$ cat src/rtl/spi_segment_rx_pkg.sv
// Shared command codes, FSM encodings, pin/edge bundles and the hex-to-segment
// decoder for the SPI segment receiver.
package spi_segment_rx_pkg;

    localparam logic [7:0] CMD_SEG_RAW = 8'h01;
    localparam logic [7:0] CMD_SEG_HEX = 8'h02;
    localparam logic [7:0] CMD_BLINK   = 8'h03;

    typedef enum logic [2:0] {
        ST_WAIT_IDLE = 3'd0,
        ST_IDLE      = 3'd1,
        ST_CMD       = 3'd2,
        ST_DATA      = 3'd3,
        ST_DONE      = 3'd4,
        ST_OVERRUN   = 3'd5
    } state_e;

    typedef struct packed {
        logic sclk;
        logic mosi;
        logic cs_n;
    } spi_pins_t;

    typedef struct packed {
        logic sclk_rise;
        logic sclk_fall;
        logic cs_rise;
        logic cs_fall;
    } spi_edges_t;

    // a..g in bits 0..6, 1 = lit
    function automatic logic [6:0] hex2seg(input logic [3:0] h);
        case (h)
            4'h0:    hex2seg = 7'h3F;
            4'h1:    hex2seg = 7'h06;
            4'h2:    hex2seg = 7'h5B;
            4'h3:    hex2seg = 7'h4F;
            4'h4:    hex2seg = 7'h66;
            4'h5:    hex2seg = 7'h6D;
            4'h6:    hex2seg = 7'h7D;
            4'h7:    hex2seg = 7'h07;
            4'h8:    hex2seg = 7'h7F;
            4'h9:    hex2seg = 7'h6F;
            4'hA:    hex2seg = 7'h77;
            4'hB:    hex2seg = 7'h7C;
            4'hC:    hex2seg = 7'h39;
            4'hD:    hex2seg = 7'h5E;
            4'hE:    hex2seg = 7'h79;
            default: hex2seg = 7'h71;
        endcase
    endfunction

    function automatic logic cmd_known(input logic [7:0] cmd);
        cmd_known = (cmd == CMD_SEG_RAW) || (cmd == CMD_SEG_HEX) || (cmd == CMD_BLINK);
    endfunction

endpackage

$ cat src/rtl/spi_seg_sync.sv
// Pin synchroniser for the SPI inputs; edge strobes come from the last two
// synced samples so they are one clk wide and aligned with the synced data.
module spi_seg_sync
    import spi_segment_rx_pkg::*;
#(
    parameter int SYNC_STAGES = 2
) (
    input  logic       clk,
    input  logic       rst_n,
    input  spi_pins_t  pins,
    output logic       mosi_s,
    output logic       cs_n_s,
    output spi_edges_t edges
);

    localparam spi_pins_t PINS_IDLE = '{sclk: 1'b0, mosi: 1'b0, cs_n: 1'b1};

    spi_pins_t [SYNC_STAGES-1:0] chain;
    spi_pins_t                   synced;
    logic                        prev_sclk;
    logic                        prev_cs_n;

    always_ff @(posedge clk or negedge rst_n) begin
        if (!rst_n) begin
            chain     <= {SYNC_STAGES{PINS_IDLE}};
            prev_sclk <= 1'b0;
            prev_cs_n <= 1'b1;
        end else begin
            chain     <= {chain[SYNC_STAGES-2:0], pins};
            prev_sclk <= synced.sclk;
            prev_cs_n <= synced.cs_n;
        end
    end

    assign synced          = chain[SYNC_STAGES-1];
    assign mosi_s          = synced.mosi;
    assign cs_n_s          = synced.cs_n;
    assign edges.sclk_rise =  synced.sclk & ~prev_sclk;
    assign edges.sclk_fall = ~synced.sclk &  prev_sclk;
    assign edges.cs_rise   =  synced.cs_n & ~prev_cs_n;
    assign edges.cs_fall   = ~synced.cs_n &  prev_cs_n;

endmodule

$ cat src/rtl/spi_segment_rx.sv
// SPI mode-0 slave taking (cmd, data) frames and holding the 7-segment pattern,
// with optional blink and pattern readback on MISO during the command byte.
module spi_segment_rx
    import spi_segment_rx_pkg::*;
#(
    parameter int          SYNC_STAGES = 2,
    parameter logic [23:0] MAX_COUNT   = 24'd10_000_000
) (
    input  logic       clk,
    input  logic       rst_n,
    input  logic       spi_sclk,
    input  logic       spi_mosi,
    input  logic       spi_cs_n,
    output logic       spi_miso,
    output logic [7:0] seg_out,
    output logic       rx_valid,
    output logic       frame_err
);

    spi_pins_t  pins;
    spi_edges_t edges;
    logic       mosi_s;
    logic       cs_n_s;

    assign pins = '{sclk: spi_sclk, mosi: spi_mosi, cs_n: spi_cs_n};

    spi_seg_sync #(.SYNC_STAGES(SYNC_STAGES)) u_sync (
        .clk    (clk),
        .rst_n  (rst_n),
        .pins   (pins),
        .mosi_s (mosi_s),
        .cs_n_s (cs_n_s),
        .edges  (edges)
    );

    // Synced pins only reflect the real pins once the reset values have flushed out
    logic [SYNC_STAGES:0] vld_pipe;
    logic                 sync_ok;

    always_ff @(posedge clk or negedge rst_n) begin
        if (!rst_n) vld_pipe <= '0;
        else        vld_pipe <= {vld_pipe[SYNC_STAGES-1:0], 1'b1};
    end

    assign sync_ok = vld_pipe[SYNC_STAGES];

    state_e      state;
    logic [4:0]  bit_cnt;
    logic [15:0] shreg;
    logic [7:0]  miso_sr;
    logic [7:0]  pattern;
    logic        blink_en;
    logic        phase;
    logic [23:0] blink_cnt;

    logic [7:0]  cmd;
    logic [7:0]  data;
    logic        commit;
    logic        reject;

    assign cmd  = shreg[15:8];
    assign data = shreg[7:0];

    always_comb begin
        commit = 1'b0;
        reject = 1'b0;
        if (edges.cs_rise) begin
            unique case (state)
                ST_DONE: begin
                    commit =  cmd_known(cmd);
                    reject = ~cmd_known(cmd);
                end
                ST_CMD, ST_DATA, ST_OVERRUN: reject = 1'b1;
                default: ;
            endcase
        end
    end

    always_ff @(posedge clk or negedge rst_n) begin
        if (!rst_n) begin
            state     <= ST_WAIT_IDLE;
            bit_cnt   <= '0;
            shreg     <= '0;
            miso_sr   <= '0;
            spi_miso  <= 1'b0;
            rx_valid  <= 1'b0;
            frame_err <= 1'b0;
        end else begin
            rx_valid  <= commit;
            frame_err <= reject;
            if (edges.cs_rise) begin
                state    <= ST_IDLE;
                bit_cnt  <= '0;
                spi_miso <= 1'b0;
            end else begin
                unique case (state)
                    ST_WAIT_IDLE: if (sync_ok && cs_n_s) state <= ST_IDLE;
                    ST_IDLE: if (edges.cs_fall) begin
                        state    <= ST_CMD;
                        bit_cnt  <= '0;
                        miso_sr  <= {pattern[6:0], 1'b0};
                        spi_miso <= pattern[7];
                    end
                    ST_CMD: begin
                        if (edges.sclk_rise) begin
                            shreg   <= {shreg[14:0], mosi_s};
                            bit_cnt <= bit_cnt + 5'd1;
                            if (bit_cnt == 5'd7) begin
                                state    <= ST_DATA;
                                spi_miso <= 1'b0;
                            end
                        end else if (edges.sclk_fall) begin
                            spi_miso <= miso_sr[7];
                            miso_sr  <= {miso_sr[6:0], 1'b0};
                        end
                    end
                    ST_DATA: if (edges.sclk_rise) begin
                        shreg   <= {shreg[14:0], mosi_s};
                        bit_cnt <= bit_cnt + 5'd1;
                        if (bit_cnt == 5'd15) state <= ST_DONE;
                    end
                    ST_DONE: if (edges.sclk_rise) state <= ST_OVERRUN;
                    ST_OVERRUN: ;
                    default: state <= ST_WAIT_IDLE;
                endcase
            end
        end
    end

    // seg_out is registered from next-state values so it moves in the commit cycle
    logic [7:0]  pattern_nxt;
    logic        blink_en_nxt;
    logic        phase_nxt;
    logic [23:0] blink_cnt_nxt;

    always_comb begin
        pattern_nxt   = pattern;
        blink_en_nxt  = blink_en;
        phase_nxt     = phase;
        blink_cnt_nxt = blink_cnt;
        if (blink_en) begin
            if (blink_cnt == MAX_COUNT - 24'd1) begin
                blink_cnt_nxt = '0;
                phase_nxt     = ~phase;
            end else begin
                blink_cnt_nxt = blink_cnt + 24'd1;
            end
        end
        if (commit) begin
            case (cmd)
                CMD_SEG_RAW: pattern_nxt = data;
                CMD_SEG_HEX: pattern_nxt = {data[7], hex2seg(data[3:0])};
                CMD_BLINK: begin
                    blink_en_nxt  = data[0];
                    blink_cnt_nxt = '0;
                    phase_nxt     = 1'b0;
                end
                default: ;
            endcase
        end
    end

    always_ff @(posedge clk or negedge rst_n) begin
        if (!rst_n) begin
            pattern   <= '0;
            blink_en  <= 1'b0;
            phase     <= 1'b0;
            blink_cnt <= '0;
            seg_out   <= '0;
        end else begin
            pattern   <= pattern_nxt;
            blink_en  <= blink_en_nxt;
            phase     <= phase_nxt;
            blink_cnt <= blink_cnt_nxt;
            seg_out   <= (blink_en_nxt && phase_nxt) ? 8'h00 : pattern_nxt;
        end
    end

endmodule

$ cat config.mk
export PLATFORM = sky130hd
export DESIGN_NAME = spi_segment_rx
export DESIGN_NICKNAME = d
export VERILOG_FILES = /design/src/rtl/spi_segment_rx_pkg.sv /design/src/rtl/spi_seg_sync.sv /design/src/rtl/spi_segment_rx.sv
export SDC_FILE = /design/constraint.sdc
export NUM_CORES = 1
export LEC_CHECK = 0
export ABC_AREA = 1
export CAP_MARGIN = 0
export CORE_ASPECT_RATIO = 1.1
export CORE_UTILIZATION = 40
export CTS_BUF_LIST = sky130_fd_sc_hd__clkbuf_4 sky130_fd_sc_hd__clkbuf_8
export DETAILED_ROUTE_END_ITERATION = 6
export GPL_TIMING_DRIVEN = 0
export SLEW_MARGIN = 5
export SYNTH_ARGS = -nofsm -noshare
export SYNTH_HDL_FRONTEND = slang
export SYNTH_SLANG_ARGS = --single-unit
$ cat constraint.sdc
create_clock -name clk -period 1.5 [get_ports clk]
set_input_delay 0.3 -clock clk [delete_from_list [all_inputs] [get_ports clk]]
set_output_delay 0.3 -clock clk [all_outputs]
set_load 0.02 [all_outputs]
==> results of run 1 <==
cell families (layout without fill, tap and decap cells):
family	Yosys count	in the layout	synth area share, %
compound gates	71	71	9.33
xor+xnor	7	7	1.35
fa+ha+maj	11	11	3.03
buf+inv	74	157	6.47
flops	87	87	48.0
mux	3	3	0.743
other cells	1	1	0.0825
simple gates	316	316	31.0
power groups by stage:
| stage | clock network, mW | registers [mW] | logic, mW |
|---|---|---|---|
| floorplan | 0 | 2.99 | 1.52 |
| global placement | 0 | 3.03 | 1.95 |
| detailed placement | 0 | 3.03 | 2.01 |
| CTS | 1.92 | 3.01 | 2.29 |
| global route | 2.02 | 3.08 | 3.37 |
| finish | 1.87 | 3.03 | 3.10 |
registers in the layout, summed over array words and instances, names as in the netlist, 3 cells and up:
signal / flops
bit_cnt: 5
seg_out: 8
vld_pipe: 3
shreg: 16
blink_cnt: 24
miso_sr: 7
pattern: 8
u_sync.chain: 4
state: 3
per-stage QoR:
| step | power [mW] | worst slack [ns] | cell area [µm²] |
|---|---|---|---|
| 2_1_floorplan | 4.51 | -0.0200 | 4570 |
| 3_3_place_gp | 4.98 | -3.02 | 4900 |
| 3_5_place_dp | 5.05 | -0.239 | 4920 |
| 4_1_cts | 7.21 | -0.139 | 5560 |
| 5_1_grt | 8.47 | -0.225 | 6110 |
| 6_report | 8.00 | -0.143 | 6110 |
worst paths after layout:
kind / from / to / depth (start not counted)
worst max-delay path: u_sync.prev_cs_n / miso_sr[6] / 8
worst min-delay path: spi_cs_n / u_sync.chain[0] / 1
worst max register to register: u_sync.prev_cs_n / miso_sr[6] / 8
worst min register to register: vld_pipe[1] / vld_pipe[2] / 0
max in group asynchronous: rst_n / blink_cnt[7] / 3
min in group asynchronous: rst_n / state[1] / 2
cell type report:
type	instances	area, µm²
Fill cell	974	4900
Clock buffer	11	145
Inverter	65	270
Buffer	9	75.1
Timing Repair Buffer	67	624
Sequential cell	87	2190
Tap cell	147	184
Clock inverter	5	81.3
Multi-Input combinational cell	409	2540
layout by cell type (no fill, tap or decap), types with 6 or more instances in the layout:
cell | netlist | layout
nand4_1 | 9 | 9
nand3_2 | 5 | 8
nor3_1 | 10 | 9
nand2_1 | 162 | 138
buf_4 | 1 | 35
dlygate4sd2_1 | 0 | 11
xor2_1 | 6 | 6
nand3_1 | 34 | 27
nand2_2 | 5 | 22
o21ai_0 | 25 | 11
o21ai_2 | 2 | 7
a21oi_1 | 18 | 10
nor2_4 | 7 | 25
o21ai_1 | 5 | 12
a21oi_2 | 7 | 14
o211ai_1 | 7 | 7
dfrtp_1 | 84 | 74
clkbuf_8 | 0 | 10
inv_1 | 54 | 45
dfrtp_2 | 0 | 10
inv_2 | 11 | 13
nor2_2 | 10 | 12
buf_6 | 1 | 19
nor2_1 | 69 | 49
routing by layer:
layer	up-vias	global-route usage, %	share of wire [%]
met1	1905	25.0	45
met3	19	3.14	3.7
li1	1989	-	-
met4	0	8.12	1.8
met5	-	0	0
met2	84	31.0	49
worst max-delay path: cells and delay by family (launching register included):
| kind | cells | cell delay, ns |
|---|---|---|
| and+or+nand+nor | 1 | 0.08 |
| DFF | 1 | 0.55 |
| AOI/OAI and AO/OA | 3 | 0.35 |
| buffers and inverters | 3 | 0.36 |
| adders and majority gates | 1 | 0.19 |
repair_timing:
item                       4_1_cts  5_1_grt
hold buffers                     1        0
buffers inserted                20       28
hold endpoints to repair        38        0
pin swaps                       18       37
gates cloned                     2        0
setup endpoints to repair       83       73
resized for setup               90       97
==> results by group, run 1 <==
Run status
  • Status: complete, but fails checks
  • Failing checks: setup timing

STA
  • Setup Skew: 0.00730 ns
  • RSZ-0062 raised after global routing: yes
  • Slew @ Worst Pin: 0.553 ns
  • Final TNS setup: -4.40 ns
  • Setup WS post-layout: -0.143 ns
  • Achievable frequency: 609 MHz
  • Fin. Hold Viols: 0
  • Rel. slew slack: 63.1%
  • Fin. max-slew vios: 0
  • Min cycle time layout: 1.64 ns
  • Worst hold slack: 0.333 ns
  • Tcrit/Tclk final: 110%
  • Final setup vio count: 53

Synthesis
  • Seq/Total Area, Yosys: 48.0%
  • Post-synthesis register bit count: 87
  • Area share of the largest cell type after synthesis: 46.3%
  • Ys Warns: 0
  • Synth async-reset ratio: 100%
  • Most instantiated library cell after synthesis: nand2_1
  • Syn_nets: 586
  • Post-Syn Area: 4540 µm²
  • Cell taking the most area after synthesis: dfrtp_1
  • Ys flop type: dfrtp_1
  • Synth cell count leaders: nand2_1 (162), dfrtp_1 (84), nor2_1 (69)
  • Syn_area_per_cell: 7.97 µm²
  • Number of synthesized flops with an enable pin: 0
  • Synthesized netlist cell count: 570
  • Synth unique cells: 38
  • Synth area leaders: dfrtp_1 (46%), nand2_1 (13%), nor2_1 (5.7%)

Worst setup path
  • Crit Path Max Fanout: 6
  • CP Cell Sequence: inv_2 > ha_4 > buf_4 > a21oi_4 > o211ai_4 > buf_6 > nor2_4 > a21oi_2
  • Flop2flop setup slack: -0.14 ns
  • Critical path launch point type: register
  • CP required: 1.76 ns
  • CP peak stage delay: 0.55 ns
  • Worst Setup End Kind: register
  • Critical path class: register to register
  • WP data arrival: 1.91 ns
  • Critical Path Slowest Stage Cell: dfstp_2

Route
  • Antenna Nets Post-Route: 0
  • DR WL/cell: 13.7 µm
  • Starting DRT DRC Count: 196
  • DR vias/cell: 5.00
  • Routed wire length: 10,900 µm
  • DRC Markers: 0
  • DR vias: 3,997
  • First-pass DRT Iterations: 4

Pwr
  • Switch share: 37.2%
  • Seq pwr share: 37.9%
  • Combinational fraction of design power: 38.7%
  • Worst vdd ir: 0.586 mV
  • Sw Pwr: 2.97 mW
  • Internal cell power: 5.03 mW
  • Lkg Pwr: 2.84 nW
  • PwrDens: 1310 nW/µm²
  • Clock share of power: 23.4%

Floorplanning
  • Die H: 114 µm
  • Die W: 104 µm
  • Placement row count: 40
  • Die Area: 11,800 µm²
  • IO Pins: 16
  • Starting density of the core: 41.3%
  • CORE AREA: 11,000 µm²

GRT
  • Initial antenna violation count: 0
  • Largest net degree at the start of global routing: 48
  • First-pass GRT wire length: 17,600 µm
  • Grt total ovfl: 0
  • Total track usage: 18.9%
  • Vias in the first global route: 3,739

Layout
  • Share of cells above drive strength 1: 34.5%
  • Layout Cells excl Fill: 800
  • Area delta synth->final: 34.6%
  • Post-layout util: 55.5%
  • Layout Nets: 664
  • Antenna Cells: 0

Run
  • Max Cap Viol: 0

Placement
  • GPL Wtd Cong: 0.820
  • PortBufs: 15
  • Dpl hpwl: 7050 µm
  • Placed cell count: 733

Clock network
  • Worst skew pair latency: 0.37 ns
  • CTS tree: built
  • Clock slew at the register clock pins of the worst setup and hold paths: 0.09 ns
  • Clock Tree Buf Depth: 2
  • Clk root buf: clkbuf_8
  • H-tree levels: 3
  • Num CTS Buffers: 9
  • Sinks on the clock net: 87

Hold path
  • Hold Path Class: input port to register
Power figures use the tool's default switching activity.
==> run 2, diff against run 1 <==
Settings changed: SLEW_MARGIN 5 to 20.
==> results of run 2 <==
The final DEF is identical to that of run 1; final timing and power are the same.
==> run 3, diff against run 2 <==
Settings changed: ABC_AREA 1 to default, CORE_UTILIZATION 40 to 57, CTS_CLUSTER_DIAMETER from default to 100, PLACE_DENSITY from default to 0.78.
==> run 3 against run 2 <==
  * The run still ends with setup timing left
  * Sequential cell count stayed put
  * Largest cell class unchanged
  * Die area is 32% lower
  * Critical path depth is 2 lower
  * Via count is 16% lower
  * Critical path type unchanged
  * Routed wire length is 8.3% lower
  * Final cell count is 29% lower
  * Setup slack worse by 0.24 ns
  * First-iteration DRC count is 33% higher
==> results by group, run 3 <==
Run status
  • Failing checks: setup timing
  • Status: complete, but fails checks

STA
  • Tcrit/Tclk final: 125% (+16 points)
  • Fin. Hold Viols: 0 (unchanged)
  • Slew @ Worst Pin: 0.555 ns (+0.00208 ns)
  • Setup Skew: 0.0129 ns (+0.00559 ns)
  • Worst hold slack: 0.333 ns (-0.000438 ns)
  • Rel. slew slack: 63.0% (-0.14 points)
  • Final setup vio count: 74 (+40%)
  • Final TNS setup: -21.08 ns (-16.68 ns)
  • Fin. max-slew vios: 0 (unchanged)
  • Setup WS post-layout: -0.378 ns (-0.236 ns)
  • Min cycle time layout: 1.88 ns (+0.236 ns)
  • RSZ-0062 raised after global routing: yes
  • Achievable frequency: 532 MHz (-13%)

Floorplanning
  • Placement row count: 33 (-18%)
  • Starting density of the core: 58.6% (+17 points)
  • CORE AREA: 7430 µm² (-33%)
  • IO Pins: 16 (unchanged)
  • Die Area: 7990 µm² (-32%)
  • Die H: 93.6 µm (-18%)
  • Die W: 85.3 µm (-18%)

Layout
  • Area delta synth->final: 31.1%
  • Register area: 2190 µm² (-0.23%)
  • Layout Cells excl Fill: 567 (-29%)
  • Filler cells: 466 (-52%)
  • Biggest regs: blink_cnt x24, shreg x16
  • Top reg by flops: blink_cnt
  • Cell area after layout: 5700 µm² (-6.7%)
  • Layout Nets: 491 (-26%)
  • Commonest non-fill, non-tap cell in the layout: dfrtp_1
  • Share of cells above drive strength 1: 37.3% (+2.8 points)
  • Antenna Cells: 0 (unchanged)
  • Footprint of the multi-input gates: 2400 µm² (-5.6%)
  • Commonest non-fill, non-tap cells in the layout: dfrtp_1 (78), buf_4 (30), nor2_1 (28), nand2_1 (25), a21oi_1 (18)
  • Largest register FFs: 24 (unchanged)

Synthesis
  • Synth cell count leaders: dfrtp_1 (84), nor2_1 (34), nand2_1 (29)
  • Ys Warns: 0 (unchanged)
  • Synth area leaders: dfrtp_1 (48%), mux2_2 (4.7%), xor2_1 (3.2%)
  • Cell taking the most area after synthesis: dfrtp_1
  • Most instantiated library cell after synthesis: dfrtp_1
  • Synthesized netlist cell count: 404 (-29%)
  • Synth unique cells: 64 (+68%)
  • Seq/Total Area, Yosys: 50.1% (+2.1 points)
  • Post-synthesis register bit count: 87 (unchanged)
  • Post-Syn Area: 4350 µm² (-4.2%)
  • Area share of the largest cell type after synthesis: 48.3% (+2.0 points)
  • Syn_nets: 420 (-28%)
  • Synth async-reset ratio: 100% (unchanged)
  • Number of synthesized flops with an enable pin: 0 (unchanged)
  • Ys flop type: dfrtp_1
  • Syn_area_per_cell: 10.8 µm² (+35%)

Pwr
  • Internal cell power: 4.70 mW (-6.5%)
  • Lkg Pwr: 2.59 nW (-8.9%)
  • Combinational fraction of design power: 35.5% (-3.2 points)
  • Sw Pwr: 2.50 mW (-16%)
  • Clock share of power: 25.7% (+2.3 points)
  • Switch share: 34.8% (-2.4 points)
  • Worst vdd ir: 0.543 mV (-7.3%)
  • PwrDens: 1260 nW/µm² (-3.5%)
  • Seq pwr share: 38.8% (+0.9 points)

Worst setup path
  • CP Cell Sequence: ha_4 > and3b_2 > nand3_4 > a21o_4 > mux2_4 > a21boi_1
  • Critical Path Slowest Stage Cell: dfstp_2
  • CP peak stage delay: 0.57 ns (+0.02 ns)
  • Crit Path Max Fanout: 6 (unchanged)
  • CP required: 1.74 ns (-0.02 ns)
  • Worst Setup End Kind: register
  • Critical path launch point type: register
  • WP data arrival: 2.12 ns (+0.21 ns)
  • Critical path class: register to register
  • CP delay by family, top: flip-flops
  • CP Buf/Inv Count: 0 (-3)

GRT
  • First-pass GRT wire length: 15,800 µm (-11%)
  • Grt total ovfl: 0 (unchanged)
  • Largest net degree at the start of global routing: 46 (-4.2%)
  • Vias in the first global route: 3,276 (-12%)
  • Total track usage: 25.6% (+6.7 points)
  • Initial antenna violation count: 0 (unchanged)

Clock network
  • H-tree levels: 3 (unchanged)
  • CTS tree: built
  • Clock Tree Buf Depth: 2 (unchanged)
  • Clock slew at the register clock pins of the worst setup and hold paths: 0.09 ns (about the same)
  • Sinks on the clock net: 87 (unchanged)
  • Clk root buf: clkbuf_8
  • Num CTS Buffers: 9 (unchanged)
  • Worst skew pair latency: 0.36 ns (about the same)

Placement
  • Dpl hpwl: 5750 µm (-18%)
  • DP Area: 4700 µm² (-4.5%)
  • Placed cell count: 507 (-31%)
  • GPL Wtd Cong: 0.836 (+2.0%)
  • PortBufs: 15 (unchanged)

Route
  • Met2 wire len: 5210 µm (-3.1%)
  • DR vias: 3,339 (-16%)
  • DR WL/cell: 17.7 µm (+29%)
  • Routed wire length: 10,000 µm (-8.3%)
  • Starting DRT DRC Count: 260 (+33%)
  • Antenna Nets Post-Route: 0 (unchanged)
  • Top Layer Used: met4
  • Wire length on met3: 301 µm (-26%)
  • DR vias/cell: 5.89 (+18%)
  • First-pass DRT Iterations: 4 (unchanged)
  • Routed met1 length: 4270 µm (-14%)
  • DRC Markers: 0 (unchanged)

Hold path
  • Hold Path Class: input port to register

Run
  • Max Cap Viol: 0 (unchanged)
==> run 3: cell types whose count changed after synthesis, moves of 7 or more <==
| cell | delta |
|---|---|
| nand2_1 | -133 |
| inv_1 | -38 |
| nor2_1 | -35 |
| mux2_2 | +17 |
| nand3_1 | -16 |
| o21ai_0 | -12 |
| inv_2 | -11 |
| mux2i_1 | +11 |
| xor2_1 | +10 |
| a21boi_1 | +8 |
| nor2b_1 | +8 |
| a21oi_2 | -7 |
| o211ai_1 | -7 |
==> run 3: kinds of logic (layout without fill, tap and decap cells) <==
| kind of cell | Yosys count | count (layout) | synth area share, % |
|---|---|---|---|
| AO/OA/AOI/OAI | 77 | 77 | 11.8 |
| flip-flops | 87 | 87 | 50.1 |
| XOR/XNOR | 23 | 23 | 5.06 |
| buffers and inverters | 32 | 107 | 3.28 |
| other | 1 | 1 | 0.0862 |
| adder cells (fa/ha/maj) | 11 | 11 | 3.16 |
| multiplexers | 30 | 30 | 7.53 |
| AND/OR/NAND/NOR | 143 | 144 | 19.0 |
==> run 3: per-layer routing <==
| layer | vias to the layer above | global-route usage [%] |
|---|---|---|
| li1 | 1571 | - |
| met1 | 1671 | 32.3 |
| met2 | 76 | 43.3 |
| met3 | 21 | 4.59 |
| met4 | 0 | 11.3 |
| met5 | - | 0 |
==> run 3: through the flow <==
| stage | worst slack [ns] | total power, mW | util [%] |
|---|---|---|---|
| final | -0.378 | 7.20 | 76.7 |
| after global routing | -0.455 | 7.60 | 76.7 |
| after CTS | -0.384 | 6.90 | 73.3 |
| after detailed placement | -0.620 | 4.52 | 63.3 |
| after global placement | -2.91 | 4.45 | 63.1 |
| after floorplan | -0.371 | 4.10 | - |
==> run 3: worst register-to-register path: cells and delay by family, from the launching register on <==
| family | cells | cell delay, ns |
|---|---|---|
| simple gates | 2 | 0.35 |
| flops | 1 | 0.57 |
| mux | 1 | 0.30 |
| fa+ha+maj | 1 | 0.17 |
| compound gates | 2 | 0.37 |
==> run 3: timing repair <==
item	CTS	global route
hold buffers	1	0
gates resized for setup	75	43
cloned	3	2
setup buffers	29	11
endpoints found under the setup margin	85	74
hold endpoints to repair	42	0
pin swaps	20	9
==> run 3: power groups by stage <==
stage / Combinational [mW] / Sequential [mW] / Clock [mW]
finish: 2.56 / 2.80 / 1.85
global route: 2.79 / 2.83 / 1.98
floorplan: 1.32 / 2.77 / 0
detailed placement: 1.70 / 2.82 / 0
CTS: 2.25 / 2.77 / 1.87
global placement: 1.64 / 2.81 / 0
==> run 3: worst paths after layout <==
path	start	end	slack (ns)	cells after the start
setup / recovery	u_sync.cs_n_s	seg_out[7]	-0.38	6
hold / removal	spi_cs_n	u_sync.chain[0]	0.33	1
setup reg to reg	u_sync.cs_n_s	seg_out[7]	-0.38	6
hold reg to reg	vld_pipe[0]	vld_pipe[1]	0.35	0
max in group asynchronous	rst_n	u_sync.cs_n_s	0.38	3
min in group asynchronous	rst_n	u_sync.prev_sclk	0.46	2
==> run 3: layout make-up <==
cell class	instances	area share [%]
clock inverter	7	1.82
inverter	16	1.05
clock buffer	9	2.17
multi-input combinational	286	42.1
buffer	14	1.84
timing repair buffer	61	10.8
tap	87	1.91
sequential	87	38.4
